File: config.mk
export PLATFORM = sky130hd
export DESIGN_NAME = priority_arbiter_4
export DESIGN_NICKNAME = d
export VERILOG_FILES = /design/src/rtl/priority_arbiter_4_pkg.sv /design/src/rtl/priority_arbiter_4_pri_enc_4.sv /design/src/rtl/priority_arbiter_4.sv
export SDC_FILE = /design/constraint.sdc
export NUM_CORES = 1
export LEC_CHECK = 0
export CAP_MARGIN = 10
export CORE_MARGIN = 2
export CORE_UTILIZATION = 51
export DETAILED_ROUTE_END_ITERATION = 16
export GPL_ROUTABILITY_DRIVEN = 1
export GPL_TIMING_DRIVEN = 0
export PLACE_DENSITY = 0.8
export SKIP_CTS_REPAIR_TIMING = 1
export SLEW_MARGIN = 20
export SYNTH_ARGS = -nofsm -noshare
export SYNTH_HDL_FRONTEND = slang
export SYNTH_HIERARCHICAL = 1
export SYNTH_SLANG_ARGS = --single-unit
File: constraint.sdc
create_clock -name clk -period 2.8 [get_ports clk]
set_input_delay 0.42 -clock clk [delete_from_list [all_inputs] [get_ports clk]]
set_output_delay 0.42 -clock clk [all_outputs]
set_load 0.05 [all_outputs]
File: src/rtl/priority_arbiter_4_pkg.sv
// priority_arbiter_4_pkg: shared state encoding and requester count for the arbiter
package priority_arbiter_4_pkg;
    localparam int NUM_REQ = 4;
    typedef enum logic {IDLE = 1'b0, GRANT = 1'b1} state_t;
endpackage

File: src/rtl/priority_arbiter_4_pri_enc_4.sv
// pri_enc_4: combinational highest-set-bit encoder, bit 3 wins
module pri_enc_4 (
    input  logic [3:0] vec,
    output logic [1:0] idx,
    output logic       valid
);
    always_comb idx = vec[3] ? 2'd3 : vec[2] ? 2'd2 : vec[1] ? 2'd1 : 2'd0;
    assign valid = |vec;
endmodule

File: src/rtl/priority_arbiter_4.sv
// priority_arbiter_4: fixed-priority 4-way arbiter with hold timeout and one-shot masking
module priority_arbiter_4
    import priority_arbiter_4_pkg::*;
#(
    parameter int MAX_HOLD = 8,
    parameter int HOLD_W   = 4
) (
    input  logic               clk,
    input  logic               reset,
    input  logic [NUM_REQ-1:0] req,
    output logic [NUM_REQ-1:0] gnt,
    output logic [1:0]         gnt_id,
    output logic               gnt_valid,
    output logic               timeout
);
    state_t state, state_n;
    logic [HOLD_W-1:0] hold_cnt, hold_n;
    logic [NUM_REQ-1:0] mask, mask_n, masked, eff, gnt_n;
    logic [1:0] enc_idx, id_n;
    logic enc_valid, to_n, last;
    assign masked = req & ~mask;
    assign eff = |masked ? masked : req;
    assign last = (MAX_HOLD != 0) && (hold_cnt == HOLD_W'(MAX_HOLD - 1));
    pri_enc_4 u_enc (
        .vec(eff),
        .idx(enc_idx),
        .valid(enc_valid)
    );
    always_comb begin
        state_n = state;
        hold_n = hold_cnt;
        mask_n = mask;
        gnt_n = gnt;
        id_n = gnt_id;
        to_n = 1'b0;
        if (state == IDLE) begin
            if (enc_valid) begin
                state_n = GRANT;
                gnt_n = NUM_REQ'(1) << enc_idx;
                id_n = enc_idx;
                hold_n = '0;
                mask_n = '0;
            end
        end else if (!req[gnt_id]) begin
            state_n = IDLE;
            gnt_n = '0;
        end else if (last) begin
            state_n = IDLE;
            gnt_n = '0;
            mask_n[gnt_id] = 1'b1;
            to_n = 1'b1;
        end else begin
            hold_n = hold_cnt + 1'b1;
        end
    end
    always_ff @(posedge clk) begin
        if (reset) begin
            state <= IDLE;
            hold_cnt <= '0;
            mask <= '0;
            gnt <= '0;
            gnt_id <= '0;
            gnt_valid <= 1'b0;
            timeout <= 1'b0;
        end else begin
            state <= state_n;
            hold_cnt <= hold_n;
            mask <= mask_n;
            gnt <= gnt_n;
            gnt_id <= id_n;
            gnt_valid <= |gnt_n;
            timeout <= to_n;
        end
    end
endmodule

==> impl_metrics.json, run 1 <==
{
  "multi_input_area_um2": 510,
  "grt_overflow": 0,
  "p_int_uw": 355,
  "via_count": 887,
  "drt_first_pass_iters": 5,
  "clk_latency_ns": 0.29,
  "drv_cap": 0,
  "die-area_um2": 2140,
  "grt_pass1_vias": 837,
  "synth_area_um2": 910,
  "path_class": "input pin to flop",
  "io_pins": 14,
  "synthCells": 111,
  "portBuffers": 12,
  "die_h_um": 46.2,
  "antenna_left": 0,
  "synth_top_area_share_pct": 37.4,
  "fin_crit_sh_pct": 92.8,
  "grt_pass1_wl_mm": 3.45,
  "slew_headroom_pct": 63.1,
  "final.setup.tns_ns": 0,
  "worstPathRequired_ns": 3.04,
  "yosys.area.top_type": "dfxtp_1",
  "startpoint": "req[3]",
  "swShare_pct": 31.0,
  "wl_per_cell_um": 14.4,
  "drive_gt1_share_pct": 7.87,
  "finalNetCount": 135,
  "fmax_ghz": 0.385,
  "hold_viol": 0,
  "avgSynthCellArea_um2": 8.19,
  "synth.distinct_cells": 37,
  "cellPowerDensity_nw_per_um2": 472,
  "gp_congestion": 0.757,
  "yosysWarnings": 6,
  "finalSetupViolCount": 0,
  "r2r-start": "mask[0]$_SDFFE_PP0P_",
  "status": "finished, final reports clean",
  "cpLargestDelayFamily": "simple AND/OR/NAND/NOR gates",
  "syn_to_final_growth_pct": 19.8,
  "num_antenna_cells": 0,
  "cts_sinks": 17,
  "core_area_um2": 1710,
  "design_area_um2": 1090,
  "grt_use_total_pct": 23.0,
  "std_cell_rows": 15,
  "crit_top_cell": "a21oi_1",
  "min_period_ns": 2.60,
  "worst_slew_pin_slew_ns": 0.552,
  "setup_slack_ns": 0.201,
  "placedCellCount": 148,
  "start_kind": "input pin",
  "root_buffer": "clkbuf_4",
  "path_buf_inv": 3,
  "power.share.clock_pct": 24.9,
  "drt_iter0_markers": 23,
  "dp_hpwl_mm": 1.56,
  "seq_power_share_pct": 50.5,
  "slowest_stage": "clkdlybuf4s50_1",
  "min_to": "mask[0]$_SDFFE_PP0P_",
  "fillerInstances": 163,
  "h-tree-depth": 1,
  "rr_worst_depth": 11,
  "seqCellArea_um2": 340,
  "wl_mm": 2.19,
  "synth_nets": 118,
  "critPathMaxStageDelay_ns": 0.48,
  "min_path_cells": 1,
  "fin_cells": 152,
  "cp.arrival_ns": 2.84,
  "endpoint_kind": "flop",
  "antenna_found_initial": 0,
  "cts_buffers": 3,
  "peakVddDrop_uv": 309,
  "p_sw_uw": 160,
  "grt_max_degree": 11,
  "crit_fanout": 10,
  "rsz0062_at_grt": "false",
  "clk_path_buf_depth": 2,
  "r2r-end": "gnt[1]$_SDFF_PP0_",
  "power.leakage_uw": 0.000381,
  "final_max_slew_viol_count": 0,
  "hp-start": "mask[0]$_SDFFE_PP0P_",
  "ff2ff_setup_slack_ns": 0.44,
  "placed_cell_area_um2": 1060,
  "drc_errors": 0,
  "clk_pin_slew_worst_paths_ns": 0.09,
  "fin_skew_ns": 0.00218,
  "cts_tree": "done",
  "dp_slack_ns": -0.0771,
  "hold_path_class": "flop to flop",
  "synth-seq-cells": 17,
  "viasPerCell": 5.84,
  "p_comb_share_pct": 24.6,
  "chipWidth_um": 46.2,
  "ys_seq_area_share_pct": 37.4,
  "yosys-top-cells-area": "dfxtp_1, a21oi_1, nand2b_1",
  "path_cells": "clkdlybuf4s50_1, inv_1, o221ai_1, a21o_1, a21oi_1, or2_1, or3_1, clkbuf_1, nand2b_1, nand2_1, a21oi_1, o21ba_2",
  "initial_core_util_pct": 53.3
}
[through the flow]
| stage | hold slack (ns) | util (%) | power (uW) |
|---|---|---|---|
| 3_5_place_dp | 0.488 | 62.1 | 391 |
| 5_1_grt | 0.528 | 63.8 | 536 |
| 3_3_place_gp | 0.470 | 62.1 | 387 |
| 4_1_cts | 0.511 | 63.7 | 517 |
| 6_report | 0.508 | 63.8 | 515 |
| 2_1_floorplan | 0.449 | - | 353 |
[Yosys cell counts]
library cell	number
or3_1	1
a21o_1	3
a41oi_1	2
o22a_2	1
o211ai_1	2
buf_6	1
or2_1	1
a21oi_1	11
clkbuf_1	3
o21ai_0	2
ha_1	1
buf_4	1
buf_2	1
nor3b_1	3
o311ai_1	1
nand3_1	5
o22ai_2	1
buf_1	1
a31oi_1	3
nor2b_1	1
inv_1	6
nand2_1	8
nand2b_1	8
o21a_1	2
dfxtp_1	17
a311o_1	1
o21bai_1	1
mux2i_1	2
nand4_1	1
nor3_1	5
nand3b_1	3
a21boi_0	2
nor2_1	5
o21ba_2	1
o221ai_1	1
or4_1	1
nor4_1	2
[logic make-up after synthesis]
| group | after synthesis | synth area share, % |
|---|---|---|
| flip-flops | 17 | 37.4 |
| multiplexers | 2 | 2.20 |
| AND/OR/NAND/NOR | 44 | 26.3 |
| adder cells (fa/ha/maj) | 1 | 1.38 |
| AO/OA/AOI/OAI | 34 | 26.0 |
| buffers and inverters | 13 | 6.74 |
[sequential cells by signal, summed over array words and instances, names as in the netlist]
name       cells
timeout        1
mask           4
state          1
hold_cnt       4
gnt_valid      1
gnt_id         2
gnt            4
[cell usage in the layout, fill, tap and decap left out, drive strengths merged, types with 2 or more instances in the layout]
cell type | synthesis | routed
nand2 | 8 | 8
nor3 | 5 | 5
clkbuf | 3 | 7
a21boi | 2 | 2
nor3b | 3 | 3
clkdlybuf4s50 | 0 | 12
nand3 | 5 | 5
dfxtp | 17 | 17
mux2i | 2 | 2
a21o | 3 | 3
a31oi | 3 | 3
nand2b | 8 | 8
o21ai | 2 | 2
a41oi | 2 | 2
nand3b | 3 | 3
nor2 | 5 | 5
a21oi | 11 | 11
nor4 | 2 | 2
inv | 6 | 6
o21a | 2 | 2
buf | 4 | 4
o211ai | 2 | 2
[power by group through the flow]
| stage | sequential, uW | combinational (uW) | clock, uW |
|---|---|---|---|
| floorplan | 289 | 64.1 | 0 |
| global placement | 265 | 122 | 0 |
| detailed placement | 266 | 125 | 0 |
| CTS | 260 | 126 | 131 |
| global route | 262 | 137 | 138 |
| finish | 260 | 127 | 128 |
[routing by layer]
metal,vias up,global-route usage (%),routed length (um)
li1,437,-,-
met1,421,26.1,965
met2,25,40.3,1110
met3,4,3.92,89
met4,0,12.6,23
met5,-,0,0
[final cells by class]
type / count / share of cell area, %
multi-input combinational: 81 / 46.8
sequential: 17 / 31.2
timing repair buffer: 12 / 11.0
buffer: 7 / 3.56
tap: 25 / 2.87
clock buffer: 4 / 2.41
inverter: 6 / 2.07
[worst max path at each step]
| stage | cells after the start | slack [ns] | end |
|---|---|---|---|
| floorplan | 11 | 0.72 | hold_cnt[0]$_SDFFE_PP0P_ |
| global placement | 11 | -0.007 | mask[0]$_SDFFE_PP0P_ |
| detailed placement | 12 | -0.08 | hold_cnt[0]$_SDFFE_PP0P_ |
| CTS | 12 | 0.20 | hold_cnt[0]$_SDFFE_PP0P_ |
| global route | 12 | 0.005 | gnt[0]$_SDFF_PP0_ |
| finish | 12 | 0.20 | hold_cnt[0]$_SDFFE_PP0P_ |
(Power assumes the default switching activity.)
==> inputs of run 2 (changes only) <==
- DONT_BUFFER_PORTS: default -> 1
- PLACE_DENSITY: 0.8 -> 0.7
- SKIP_CTS_REPAIR_TIMING: 1 -> default
==> impl_metrics.json, run 2 (synthesis gave the netlist of run 1 again) <==
{
  "grt_overflow": 0,
  "portBuffers": 0,
  "cts_buffers": 3,
  "finalSetupViolCount": 0,
  "seq_power_share_pct": 57.3,
  "clk_pin_slew_worst_paths_ns": 0.10,
  "crit_fanout": 10,
  "gp_congestion": 0.761,
  "endpoint_kind": "flop",
  "dp_hpwl_mm": 1.48,
  "die_h_um": 46.2,
  "cellPowerDensity_nw_per_um2": 516,
  "final_max_slew_viol_count": 0,
  "initial_core_util_pct": 53.3,
  "r2r-start": "mask[0]$_SDFFE_PP0P_",
  "clk_path_buf_depth": 2,
  "cts_tree": "done",
  "utilization_pct": 56.6,
  "path_class": "flop to flop",
  "io_pins": 14,
  "power.leakage_uw": 0.000335,
  "fin_skew_ns": 0.00191,
  "cp.arrival_ns": 2.61,
  "hold_viol": 0,
  "min_path_cells": 1,
  "drive_gt1_share_pct": 7.83,
  "grt_use_total_pct": 22.8,
  "drv_cap": 0,
  "swShare_pct": 32.1,
  "min_period_ns": 2.39,
  "core_area_um2": 1710,
  "antenna_found_initial": 0,
  "grt_pass1_vias": 778,
  "cts_sinks": 17,
  "root_buffer": "clkbuf_4",
  "std_cell_rows": 15,
  "rsz0062_at_grt": "false",
  "fin_crit_sh_pct": 85.5,
  "grt_pass1_wl_mm": 3.41,
  "finalNetCount": 123,
  "status": "finished, final reports clean",
  "clk_latency_ns": 0.29,
  "antenna_left": 0,
  "drt_first_pass_iters": 4,
  "die-area_um2": 2140,
  "p_comb_share_pct": 16.1,
  "chipWidth_um": 46.2,
  "start_kind": "flop",
  "rr_worst_depth": 10,
  "post-cts-setup-buffer-count": 0,
  "slew_headroom_pct": 54.2,
  "worst_slew_pin_slew_ns": 0.687,
  "viasPerCell": 5.93,
  "drt_iter0_markers": 18,
  "p_int_uw": 339,
  "drc_errors": 0,
  "grt_max_degree": 11,
  "ff2ff_setup_slack_ns": 0.41,
  "wl_per_cell_um": 15.0,
  "hold_ws_ns": 0.492,
  "via_count": 830,
  "ctsResizeCount": 0,
  "min_to": "mask[2]$_SDFFE_PP0P_",
  "p_sw_uw": 160,
  "hp-start": "mask[2]$_SDFFE_PP0P_",
  "fillerInstances": 174,
  "top_regs": "gnt: 4 flops, hold_cnt: 4 flops, mask: 4 flops",
  "layout.cells.most_common": "dfxtp_1",
  "worstPathRequired_ns": 3.02,
  "h-tree-depth": 1,
  "wl_mm": 2.10,
  "num_antenna_cells": 0,
  "r2r-end": "gnt_id[1]$_SDFFE_PP0P_",
  "fmax_ghz": 0.418,
  "hold_path_class": "flop to flop",
  "final.setup.tns_ns": 0,
  "peakVddDrop_uv": 277,
  "syn_to_final_growth_pct": 6.33,
  "cts_hold_buffers": 0,
  "power.share.clock_pct": 26.6,
  "final_cell_mix": "dfxtp_1, a21oi_1, nand2b_1, nand2_1, inv_1"
}
==> run 2: layout make-up <==
class                   instances  area, um^2  share of cell area, %
plain buffers                   7        38.8                   4.01
clock buffers                   4        26.3                   2.72
inverters                       6        22.5                   2.33
multi-input cells              81         508                   52.5
flip-flops and latches         17         340                   35.2
well taps                      25        31.3                   3.23
==> run 2: how the worst max path moves through the flow <==
stage | startpoint | to | slack [ns] | cells after the start
after floorplan | req[1] | hold_cnt[0]$_SDFFE_PP0P_ | 0.72 | 11
after global placement | req[3] | mask[2]$_SDFFE_PP0P_ | 0.44 | 10
after detailed placement | req[3] | gnt_id[1]$_SDFFE_PP0P_ | 0.39 | 10
after CTS | mask[0]$_SDFFE_PP0P_ | gnt_id[1]$_SDFFE_PP0P_ | 0.39 | 10
after global routing | mask[0]$_SDFFE_PP0P_ | gnt_id[1]$_SDFFE_PP0P_ | 0.13 | 10
final | mask[0]$_SDFFE_PP0P_ | gnt_id[1]$_SDFFE_PP0P_ | 0.41 | 10
==> run 2: power groups by stage <==
stage          clock network, uW  registers, uW  logic (uW)
2_1_floorplan                  0            289        64.1
3_3_place_gp                   0            291        77.4
3_5_place_dp                   0            292        79.6
4_1_cts                      135            286        80.2
5_1_grt                      149            288        88.5
6_report                     133            286        80.5
==> run 2: layer usage <==
metal / GRT usage [%] / wire (um)
met5: 0 / 0
met4: 11.4 / 38
met3: 5.88 / 106
met2: 34.7 / 967
met1: 29.4 / 986
==> run 2: stage by stage <==
stage | area [um^2] | std cells | total power [uW] | worst slack [ns]
final | 967 | 140 | 499 | 0.407
after global routing | 967 | 140 | 526 | 0.129
after CTS | 967 | 140 | 501 | 0.389
after detailed placement | 941 | 136 | 372 | 0.386
after global placement | 941 | 136 | 369 | 0.443
after floorplan | 910 | 111 | 353 | 0.718
==> run 2: critical path, stage by stage (launching register included) <==
cell and delay, ns:
dfxtp_1 0.36, nand2b_1 0.11, o221ai_1 0.12, a21o_1 0.19
a21oi_1 0.17, or2_1 0.22, or3_1 0.13, clkbuf_1 0.35
nor2b_1 0.40, nand2_1 0.11, a21oi_1 0.16
==> variant, RTL diff (config.mk and constraints of run 1) <==
`HOLD_W`: 4 -> 6.
--- a/src/rtl/priority_arbiter_4.sv
+++ b/src/rtl/priority_arbiter_4.sv
@@ -5,3 +5,3 @@
     parameter int MAX_HOLD = 8,
-    parameter int HOLD_W   = 4
+    parameter int HOLD_W   = 6
 ) (
Formal check against the unedited RTL: no difference found for any inputs over 10 cycles, from zero or initial values and one cycle with reset high; that may be too few to reach the edited logic, so the function may still have changed.
==> variant against run 1 <==
Design area up 6.8%; non-clock buffer count shrank 2; routed wire length is 0.59% lower; power is 6.8% higher; worst setup slack lost 56 ps; sequential cell count rose by 2; cell count increased by 5.3%; area after synthesis is 7.0% higher; critical endpoint is now gnt[0]; largest power group unchanged; highest routed layer unchanged.
==> variant: results (changes against run 1) <==
Outcome
  – Outcome: finished, final reports clean

Global route
  – GR Util All Layers: 0.226 (-0.00418)
  – Vias in the first global route: 795 (-5.0%)

Critical path
  – CP Data Arrival Time: 2880 ps (+40 ps)
  – Critical Path Max Stage Delay: 500 ps (+20 ps)

Timing
  – Hold_ws: 496 ps (-12.5 ps)
  – Maximum achievable frequency: 377 MHz (-2.1%)
  – Worst relative slew slack: 0.668 (+0.0373)

Drt
  – Routed via count: 916 (+3.3%)
  – Initial DRT Pass Iterations: 4 (-1)
  – Wl on met1: 981 um (+1.7%)
  – Routed len/inst: 13.6 um (-5.6%)
  – WL met2: 1.07 mm (-3.4%)
  – Met3 Wirelength: 100 um (+12%)
  – DRT iter0 DRCs: 27 (+17%)

Final layout
  – Final #Nets: 143 (+5.9%)
  – Fill count: 170 (+4.3%)
  – Fraction of layout cells with a size suffix above 1: 0.0741 (-0.00467)

Yosys
  – Mux cell area share after synthesis: 0.0437 (+0.0217)
  – Synth Area in Compound Gates: 0.226 (-0.0338)
  – Syn Inst Count: 118 (+6.3%)
  – Sequential area share after synthesis: 0.391 (+0.0166)
  – Area share of the largest cell type after synthesis: 0.391 (+0.0166)

Placed design
  – GPL Wtd Cong: 0.775 (+2.4%)
  – HPWL Detailed: 1.64 mm (+5.0%)
  – # placed instances: 156 (+5.4%)
[variant: where the power goes]
part	switching, uW	total, uW	internal [uW]
Sequential	10.1	291	281
Clock	82.3	138	55.5
Combinational	75.4	121	45.6
[variant: final cells by class]
type | count | area, um^2 | share of cell area
multi-input combinational | 86 | 539 | 0.463
sequential | 19 | 380 | 0.327
timing repair buffer | 13 | 130 | 0.112
inverter | 9 | 33.8 | 0.0290
tap | 25 | 31.3 | 0.0269
clock buffer | 4 | 26.3 | 0.0226
buffer | 4 | 22.5 | 0.0194
[variant: final timing paths]
path	endpoint	cells after the start	start
worst max-delay path	gnt[0]	11	req[3]
worst min-delay path	mask[0]	1	mask[0]
worst max register to register	gnt[0]	9	mask[1]
worst min register to register	mask[0]	1	mask[0]
[variant: metal layers]
layer,vias up,global-route usage
met2,20,0.357
li1,463,-
met5,-,0
met3,4,0.0755
met4,0,0.0757
met1,429,0.290
